`src/rtl/usb_cmd_parser.sv`:
```
// rtl/usb_cmd_parser.sv - 5-byte command frame parser bridging a USB FIFO byte stream to a register bus
// Optional inter-byte timeout is compiled in with CMD_TIMEOUT_EN.
module usb_cmd_parser #(
    parameter int unsigned ADDR_W         = 8,
    parameter logic [7:0]  SYNC_BYTE      = 8'hA5,
    parameter int unsigned TIMEOUT_CYCLES = 1000
) (
    input  logic              clk,
    input  logic              rst,
    input  logic [7:0]        rx_data,
    input  logic              rx_valid,
    output logic              rx_ready,
    output logic [7:0]        tx_data,
    output logic              tx_valid,
    input  logic              tx_ready,
    output logic [ADDR_W-1:0] reg_addr,
    output logic [7:0]        reg_wdata,
    output logic              reg_we,
    output logic              reg_re,
    input  logic [7:0]        reg_rdata,
    output logic              busy
);

    typedef enum logic [3:0] {
        S_HUNT, S_CMD, S_ADDR, S_DATA, S_CHK, S_EXEC, S_RDWAIT, S_RSP0, S_RSP1, S_RSP2
    } state_t;

    localparam logic [7:0] CMD_WRITE   = 8'h01;
    localparam logic [7:0] CMD_READ    = 8'h02;
    localparam logic [7:0] ST_OK       = 8'h00;
    localparam logic [7:0] ST_BAD_CHK  = 8'h01;
    localparam logic [7:0] ST_BAD_CMD  = 8'h02;
    localparam logic [7:0] ST_BAD_ADDR = 8'h03;
    localparam logic [8:0] ADDR_LIMIT  = 9'(1 << ADDR_W);

    if (ADDR_W < 1 || ADDR_W > 8 || TIMEOUT_CYCLES < 1) begin : g_bad_params
        $error("usb_cmd_parser: unsupported parameter values");
    end

    state_t            state_q, state_d;
    logic [7:0]        cmd_q, cmd_d;
    logic [7:0]        addr_q, addr_d;
    logic [7:0]        data_q, data_d;
    logic [7:0]        status_q, status_d;
    logic [7:0]        rdata_q, rdata_d;
    logic              rx_ready_q, rx_ready_d;
    logic              reg_we_q, reg_we_d;
    logic              reg_re_q, reg_re_d;
    logic [ADDR_W-1:0] reg_addr_q, reg_addr_d;
    logic [7:0]        reg_wdata_q, reg_wdata_d;
    logic [7:0]        frame_status;
    logic              rx_acc;
    logic              tx_acc;

`ifdef CMD_TIMEOUT_EN
    localparam int unsigned TMO_W = $clog2(TIMEOUT_CYCLES + 1);
    logic [TMO_W-1:0] tmo_q, tmo_d;
`endif

    assign rx_acc = rx_valid && rx_ready_q;
    assign tx_acc = tx_valid && tx_ready;

    // rx_data here is the CHK byte; only consumed when accepted in S_CHK
    always_comb begin
        if ((cmd_q ^ addr_q ^ data_q) != rx_data) begin
            frame_status = ST_BAD_CHK;
        end else if (cmd_q != CMD_WRITE && cmd_q != CMD_READ) begin
            frame_status = ST_BAD_CMD;
        end else if ({1'b0, addr_q} >= ADDR_LIMIT) begin
            frame_status = ST_BAD_ADDR;
        end else begin
            frame_status = ST_OK;
        end
    end

    always_comb begin
        state_d     = state_q;
        cmd_d       = cmd_q;
        addr_d      = addr_q;
        data_d      = data_q;
        status_d    = status_q;
        rdata_d     = rdata_q;
        reg_addr_d  = reg_addr_q;
        reg_wdata_d = reg_wdata_q;
        reg_we_d    = 1'b0;
        reg_re_d    = 1'b0;
`ifdef CMD_TIMEOUT_EN
        tmo_d       = '0;
`endif
        case (state_q)
            S_HUNT: if (rx_acc && rx_data == SYNC_BYTE) state_d = S_CMD;
            S_CMD: if (rx_acc) begin
                cmd_d   = rx_data;
                state_d = S_ADDR;
            end
            S_ADDR: if (rx_acc) begin
                addr_d  = rx_data;
                state_d = S_DATA;
            end
            S_DATA: if (rx_acc) begin
                data_d  = rx_data;
                state_d = S_CHK;
            end
            S_CHK: if (rx_acc) begin
                // Strobes are registered here so they land in the EXEC cycle
                state_d  = S_EXEC;
                status_d = frame_status;
                rdata_d  = 8'h00;
                if (frame_status == ST_OK) begin
                    reg_addr_d = addr_q[ADDR_W-1:0];
                    if (cmd_q == CMD_WRITE) begin
                        reg_we_d    = 1'b1;
                        reg_wdata_d = data_q;
                        rdata_d     = data_q;
                    end else begin
                        reg_re_d = 1'b1;
                    end
                end
            end
            S_EXEC: state_d = (status_q == ST_OK && cmd_q == CMD_READ) ? S_RDWAIT : S_RSP0;
            S_RDWAIT: begin
                rdata_d = reg_rdata;
                state_d = S_RSP0;
            end
            S_RSP0: if (tx_acc) state_d = S_RSP1;
            S_RSP1: if (tx_acc) state_d = S_RSP2;
            S_RSP2: if (tx_acc) state_d = S_HUNT;
            default: state_d = S_HUNT;
        endcase
`ifdef CMD_TIMEOUT_EN
        if (state_q inside {S_CMD, S_ADDR, S_DATA, S_CHK} && !rx_acc) begin
            if (tmo_q == TMO_W'(TIMEOUT_CYCLES - 1)) begin
                state_d = S_HUNT;
            end else begin
                tmo_d = tmo_q + TMO_W'(1);
            end
        end
`endif
        rx_ready_d = state_d inside {S_HUNT, S_CMD, S_ADDR, S_DATA, S_CHK};
    end

    always_ff @(posedge clk or negedge rst) begin
        if (!rst) begin
            state_q     <= S_HUNT;
            cmd_q       <= '0;
            addr_q      <= '0;
            data_q      <= '0;
            status_q    <= '0;
            rdata_q     <= '0;
            rx_ready_q  <= 1'b0;
            reg_we_q    <= 1'b0;
            reg_re_q    <= 1'b0;
            reg_addr_q  <= '0;
            reg_wdata_q <= '0;
`ifdef CMD_TIMEOUT_EN
            tmo_q       <= '0;
`endif
        end else begin
            state_q     <= state_d;
            cmd_q       <= cmd_d;
            addr_q      <= addr_d;
            data_q      <= data_d;
            status_q    <= status_d;
            rdata_q     <= rdata_d;
            rx_ready_q  <= rx_ready_d;
            reg_we_q    <= reg_we_d;
            reg_re_q    <= reg_re_d;
            reg_addr_q  <= reg_addr_d;
            reg_wdata_q <= reg_wdata_d;
`ifdef CMD_TIMEOUT_EN
            tmo_q       <= tmo_d;
`endif
        end
    end

    always_comb begin
        tx_data = 8'h00;
        case (state_q)
            S_RSP0:  tx_data = status_q;
            S_RSP1:  tx_data = addr_q;
            S_RSP2:  tx_data = rdata_q;
            default: tx_data = 8'h00;
        endcase
    end

    assign tx_valid  = state_q inside {S_RSP0, S_RSP1, S_RSP2};
    assign busy      = state_q inside {S_ADDR, S_DATA, S_CHK, S_EXEC, S_RDWAIT, S_RSP0, S_RSP1, S_RSP2};
    assign rx_ready  = rx_ready_q;
    assign reg_we    = reg_we_q;
    assign reg_re    = reg_re_q;
    assign reg_addr  = reg_addr_q;
    assign reg_wdata = reg_wdata_q;

endmodule

```
`config.mk`:
```
export PLATFORM = sky130hd
export DESIGN_NAME = usb_cmd_parser
export DESIGN_NICKNAME = d
export VERILOG_FILES = /design/src/rtl/usb_cmd_parser.sv
export SDC_FILE = /design/constraint.sdc
export NUM_CORES = 1
export LEC_CHECK = 0
export BUFFER_PORTS_ARGS = -buffer_cell sky130_fd_sc_hd__buf_2
export CAP_MARGIN = 30
export CELL_PAD_IN_SITES_DETAIL_PLACEMENT = 0
export CELL_PAD_IN_SITES_GLOBAL_PLACEMENT = 1
export CORE_ASPECT_RATIO = 0.5
export CORE_UTILIZATION = 25
export CTS_CLUSTER_DIAMETER = 120
export DETAILED_ROUTE_END_ITERATION = 6
export PLACE_DENSITY_LB_ADDON = 0.3
export SETUP_SLACK_MARGIN = 0.2
export SLEW_MARGIN = 5
export SYNTH_ARGS = -nofsm -noshare
export SYNTH_HDL_FRONTEND = slang
export SYNTH_SLANG_ARGS = --single-unit
```
`constraint.sdc`:
```
create_clock -name clk -period 4.7 [get_ports clk]
set_input_delay 0.94 -clock clk [delete_from_list [all_inputs] [get_ports clk]]
set_output_delay 0.94 -clock clk [all_outputs]
set_load 0.01 [all_outputs]
```
Word level (Yosys, flattened, before mapping)
Index checks and enable logic that the tools add are counted.
{"block": "classes", "n_eq_ne": 20, "n_reduce_logical": 20, "bitwise": 2, "mux": 25}
{"cell": "4-bit one-hot mux with 10 select lines", "n": 1}
{"cell": "4-bit 2-to-1 mux", "n": 8}
{"cell": "8-bit 2-to-1 mux", "n": 4}
{"cell": "8-bit one-hot mux with 3 select lines", "n": 1}
{"cell": "4-bit by 3-bit equality test with 1-bit output, second input constant", "n": 5}
{"cell": "4-bit by 2-bit equality test with 1-bit output, second input constant", "n": 4}
{"cell": "8-bit logical NOT", "n": 2}
{"cell": "8-bit one-hot mux with 2 select lines", "n": 1}
{"cell": "8-bit bitwise XOR", "n": 2}
{"cell": "2-bit AND reduction", "n": 5}
{"cell": "1-bit 2-to-1 mux", "n": 9}
{"cell": "4-bit by 1-bit equality test with 1-bit output, second input constant", "n": 2}
{"cell": "4-bit equality test, second input constant", "n": 2}
{"cell": "8-bit by 1-bit equality test with 1-bit output, second input constant", "n": 1}
{"cell": "8-bit by 2-bit equality test with 1-bit output, second input constant", "n": 1}
{"cell": "8-bit equality test, second input constant", "n": 1}
{"cell": "4-bit logical NOT", "n": 2}
{"cell": "8-bit by 1-bit != test with 1-bit output, second input constant", "n": 1}
{"cell": "8-bit by 2-bit != test with 1-bit output, second input constant", "n": 1}
{"cell": "8-bit != test", "n": 1}
{"cell": "8-bit nonzero test", "n": 1}
{"cell": "1-bit logical AND", "n": 5}
{"cell": "5-bit nonzero test", "n": 1}
{"cell": "4-bit AND reduction", "n": 1}
{"cell": "other kinds (5)", "n": 5}
{"block": "totals", "ff_bits": 63, "out_inout_bits": 29, "in_bits": 20}

Longest topological paths before layout
{"block": "depth", "word_depth": 8, "ltp_mapped": 7, "mapped_depth_nobuf": 5}

Least setup slack after synthesis
OpenSTA, ideal clock, no wires.
{"block": "synth_timing", "kind": "input -> register", "startpoint": "in rx_data[4]", "endpoint": "reg reg_wdata_q[6] (netlist: reg_wdata[6])", "cell_stages": 6, "t_arrival_ps": 2210, "slack_ps": 2365, "setup_time_ps": 125, "cell_sequence": "xor2_1 > xnor2_1 > nor4_4 > nand3_2 > buf_6 > mux2_4"}
{"block": "synth_via", "elab_chain_cells": 4}
{"element": "from (decl)", "line_no": "10", "source": "input logic [7:0] rx_data,"}
{"element": "8-bit != test", "line_no": "65", "source": "if ((cmd_q ^ addr_q ^ data_q) != rx_data) begin"}
{"element": "8-bit 2-to-1 mux", "line_no": "65"}
{"element": "8-bit logical NOT", "line_no": "109", "source": "if (frame_status == ST_OK) begin"}
{"element": "4-bit AND reduction (no source line)"}
{"element": "to (signal assigned)", "line_no": "169", "source": "reg_wdata_q <= reg_wdata_d;"}
{"element": "to (decl)", "line_no": "50", "source": "logic [7:0] reg_wdata_q, reg_wdata_d;"}
No other way between the ends.
A chain may end at the register's enable or synchronous reset.

Worst setup path in the final report
{"block": "layout_timing", "startpoint": "reg state_q[1]", "endpoint": "out tx_valid"}
{"block": "layout_via", "elab_chain_cells": 2}
{"element": "from (decl)", "line_no": "40", "source": "state_t state_q, state_d;"}
{"element": "from (signal assigned)", "line_no": "159", "source": "state_q <= state_d;"}
{"element": "4-bit by 3-bit equality test with 1-bit output or 4-bit equality test (tied branches)", "line_no": "186", "source": "assign tx_valid = state_q inside {S_RSP0, S_RSP1, S_RSP2};"}
{"element": "3-bit nonzero test (*)", "line_no": "186"}
{"element": "to (decl)", "line_no": "14", "source": "output logic tx_valid,"}
Every way passes the cells marked *; elsewhere a longest branch is shown, timed or not.

==> summary.md <==
| Metric | Value |
|---|---|
| Result of the run | completed |
| Clock tree from TritonCTS | done |
| Net switching share of the total power | 36.8% |
| Maximum buffer depth of the clock tree | 2 |
| Via Count | approximately 2100 |
| Area taken by multi-input logic gates | between 1000 and 1500 µm² |
| PortBufs | 48 |
| EDFF count, synth | 0 |
| Clk root buf | sky130_fd_sc_hd__clkbuf_16 |
| Fill count | 1078 |
| Maximum operating frequency | between 0.3 and 0.4 GHz |
| Worst Setup Path Type | reg2out |
| Number of violations reported at the end of detailed-routing iteration 0 | between 90 and 100 |
| Sequential share of power | between 30% and 40% |
| Final Hold Violating Endpoints | 0 |
| Detailed-route DRC error count | 0 |
| Startpoint class of the critical path | flip-flop |
| HPWL after DPL | ~4900 µm |
| Global-route total usage across every layer | between 10% and 20% |
| Core area | 10500 µm² |
| Clock transition at the registers of the reported paths | about 0.060 ns |
| Crit-path max FO | 11 |
| Unrepaired setup endpoints after global routing | no |
| Summed negative setup slack over all endpoints | 0 ns |
| Primary flip-flop cell chosen by synthesis mapping | sky130_fd_sc_hd__dfrtp_1 |
| I/O Pins | between 40 and 50 |
| Number of search-and-repair iterations in the first detailed-routing pass | 4 |
| CTS H-tree depth | 3 |
| Number of global-route vias before repair | around 2100 |
| Drt via density | ~4.7 |
| VDD IR-drop max | ~0.17 mV |
| Crit path time final | ~2.7 ns |
| Synthesis warning total | 0 |
| Syn_area_per_cell | around 11 µm² |
| Row count | 26 |
| Placed Cells incl. Taps | between 400 and 500 |
| Total die area | around 12000 µm² |
| Finish-stage setup viols | 0 |
| Sink Count | 57 |
| Global-route wire length before repair | around 11000 µm |
| Starting utilization of the core area | 26.4% |
| Nature of the critical path endpoint | output pin |
| Area used by sequential logic in the layout | 1430 µm² |
| Antenna diode count | 0 |
| Number of instances in the synthesized netlist | approximately 250 |
| Number of nets in the layout | 320 |
| Cell Count, Final, Fillers Out | roughly 450 |
| Routed length per placed instance | roughly 16 µm |
| Count of buffers added by post-CTS timing repair for setup | 0 |
| Post-detailed-route count of antenna-violating nets | 0 |
| Worst setup skew after layout | approximately 0.0094 ns |
| Clock Power Share | between 20% and 30% |
| Tightest hold margin | around 0.50 ns |
| Leakage power summed over all cells | approximately 1.6 nW |
| Total detailed-routing wirelength | ~7000 µm |
| Fraction of power consumed by combinational cells | between 30 and 40% |
| Least-Margin Pin Slew | 0.748 ns |
| Die W | roughly 150 µm |
| Async set or reset register ratio after synthesis | 100% |
| Final period util | between 50 and 60% |
| Die height | between 70 and 80 µm |
| Distinct cell type count of the synthesized netlist | between 40 and 50 |
| Number of antenna violations at the first check in global routing | 0 |
| MaxCap Viol Count | 0 |
| Number of gates given a new drive strength after cts | 0 |
| Pint | around 1.4 mW |
| Relative slew margins | around half |
| Sequential area share after synthesis | about half |
| Power per Cell Area | 649 nW/µm² |
| Path category of the worst min-delay check | reg2reg |
| Area of the mapped netlist | 2780 µm² |
| Total congestion overflow | 0 |
| Number of hold buffers added after CTS | 0 |
| Power spent charging and discharging nets | approximately 830 µW |
| Data arrival time of the critical path | about 1.8 ns |
| Maximum number of pins on one net before global-route repair | between 50 and 60 |
| Post-synthesis net count | between 200 and 300 |
| Routability congestion estimate from global placement | approximately 0.76 |
| Share of final-layout standard cells stronger than drive strength 1 | approximately 34% |
| Layout overhead on the synthesized area | 25.2% |
| Worst endpoint required time | 3.76 ns |
| Slew Limit Fails | 0 |
| Worst-skew pair later-pin latency | about 0.33 ns |
| Number of clock buffers inserted by TritonCTS | 9 |
| Total of flip-flops plus latches after synthesis | 57 |
==> synth_stat cells, drive strengths merged, types with 4 or more instances <==
cell,instances,area [µm²]
a22oi,8,60.1
buf,4,25.0
dfrtp,57,1430
inv,12,45.0
mux2,32,368
mux2i,6,60.1
nand2,18,67.6
nand3,5,30.0
nor2,17,63.8
nor4,4,40.0
o21ai,22,110
xnor2,18,158
xor2,9,78.8
==> state kept, by name, indices dropped and copies added (netlist names), 2 cells and up <==
| signal | flops |
|---|---|
| rdata_q | 8 |
| data_q | 8 |
| state_q | 4 |
| reg_wdata | 8 |
| reg_addr | 8 |
| status_q | 2 |
| addr_q | 8 |
| cmd_q | 8 |
==> layout make-up <==
| cell class | instances | area share (%) |
|---|---|---|
| well taps | 140 | 5.04 |
| inverters | 12 | 1.30 |
| clock buffers | 10 | 6.88 |
| multi-input cells | 170 | 36.5 |
| repair buffers | 50 | 7.34 |
| flip-flops and latches | 57 | 41.0 |
| clock inverters | 6 | 1.94 |
==> per-layer routing <==
layer,wire (µm),GRT usage [%]
met1,3430,18.4
met2,3080,19.1
met3,329,3.89
met4,139,5.40
met5,0,0
==> cells in the final DEF (no fill, tap or decap), types with 2 or more instances in the layout <==
cell	count
sky130_fd_sc_hd__dfrtp_1	57
sky130_fd_sc_hd__buf_2	48
sky130_fd_sc_hd__mux2_2	30
sky130_fd_sc_hd__o21ai_0	22
sky130_fd_sc_hd__xnor2_1	18
sky130_fd_sc_hd__nand2_1	18
sky130_fd_sc_hd__nor2_1	17
sky130_fd_sc_hd__inv_1	11
sky130_fd_sc_hd__xor2_1	9
sky130_fd_sc_hd__clkbuf_16	9
sky130_fd_sc_hd__a22oi_1	8
sky130_fd_sc_hd__mux2i_1	6
sky130_fd_sc_hd__nand3_1	4
sky130_fd_sc_hd__nor3_1	3
sky130_fd_sc_hd__nor4_1	3
sky130_fd_sc_hd__a21oi_1	3
sky130_fd_sc_hd__and2_1	2
sky130_fd_sc_hd__nand4b_1	2
sky130_fd_sc_hd__nor4bb_1	2
sky130_fd_sc_hd__nand4_1	2
sky130_fd_sc_hd__nor2b_1	2
sky130_fd_sc_hd__mux2_4	2
sky130_fd_sc_hd__clkinvlp_4	2
sky130_fd_sc_hd__clkinv_4	2
sky130_fd_sc_hd__buf_4	2
==> cells by family (layout without fill, tap and decap cells) <==
group | count (synthesis) | in the layout | share of synthesized area [%]
simple gates | 62 | 62 | 12.1
xor+xnor | 27 | 27 | 8.52
compound gates | 43 | 43 | 9.60
buf+inv | 19 | 78 | 2.97
mux | 38 | 38 | 15.4
flops | 57 | 57 | 51.4
==> metrics by stage <==
step / util (%) / total power [mW] / instance area [µm²] / setup slack (ns)
final: 33.1 / 2.26 / 3480 / 2.00
after global routing: 33.1 / 2.41 / 3480 / 1.84
after CTS: 33.1 / 2.28 / 3480 / 1.97
after detailed placement: 30.2 / 1.61 / 3170 / 1.91
after global placement: 30.1 / 1.60 / 3160 / 1.91
after floorplan: - / 1.40 / 2780 / 2.37
==> worst max-delay path, stage by stage (launching register included) <==
cell,delay [ns]
sky130_fd_sc_hd__dfrtp_1,0.49
sky130_fd_sc_hd__nor2_1,0.24
sky130_fd_sc_hd__nand2_1,0.32
sky130_fd_sc_hd__o21ai_0,0.21
sky130_fd_sc_hd__buf_2,0.17
==> power groups by stage <==
stage	sequential (mW)	clock (mW)	combinational [mW]
after global routing	0.873	0.695	0.841
after floorplan	0.761	0	0.639
final	0.841	0.654	0.761
after detailed placement	0.852	0	0.762
after global placement	0.846	0	0.752
after CTS	0.843	0.671	0.768
==> worst paths after layout <==
path / from / slack (ns) / cells after the start / end
setup reg to reg: cmd_q[3]$_DFFE_PN0P_ / 2.25 / 5 / reg_wdata[7]$_DFFE_PN0P_
hold reg to reg: reg_wdata[4]$_DFFE_PN0P_ / 0.50 / 1 / reg_wdata[4]$_DFFE_PN0P_
setup / recovery: state_q[1]$_DFF_PN0_ / 2.00 / 4 / tx_valid
max in group asynchronous: rst / 3.43 / 2 / state_q[1]$_DFF_PN0_
hold / removal: reg_wdata[4]$_DFFE_PN0P_ / 0.50 / 1 / reg_wdata[4]$_DFFE_PN0P_
min in group asynchronous: rst / 0.75 / 2 / reg_wdata[4]$_DFFE_PN0P_
Power figures use the tool's default switching activity.
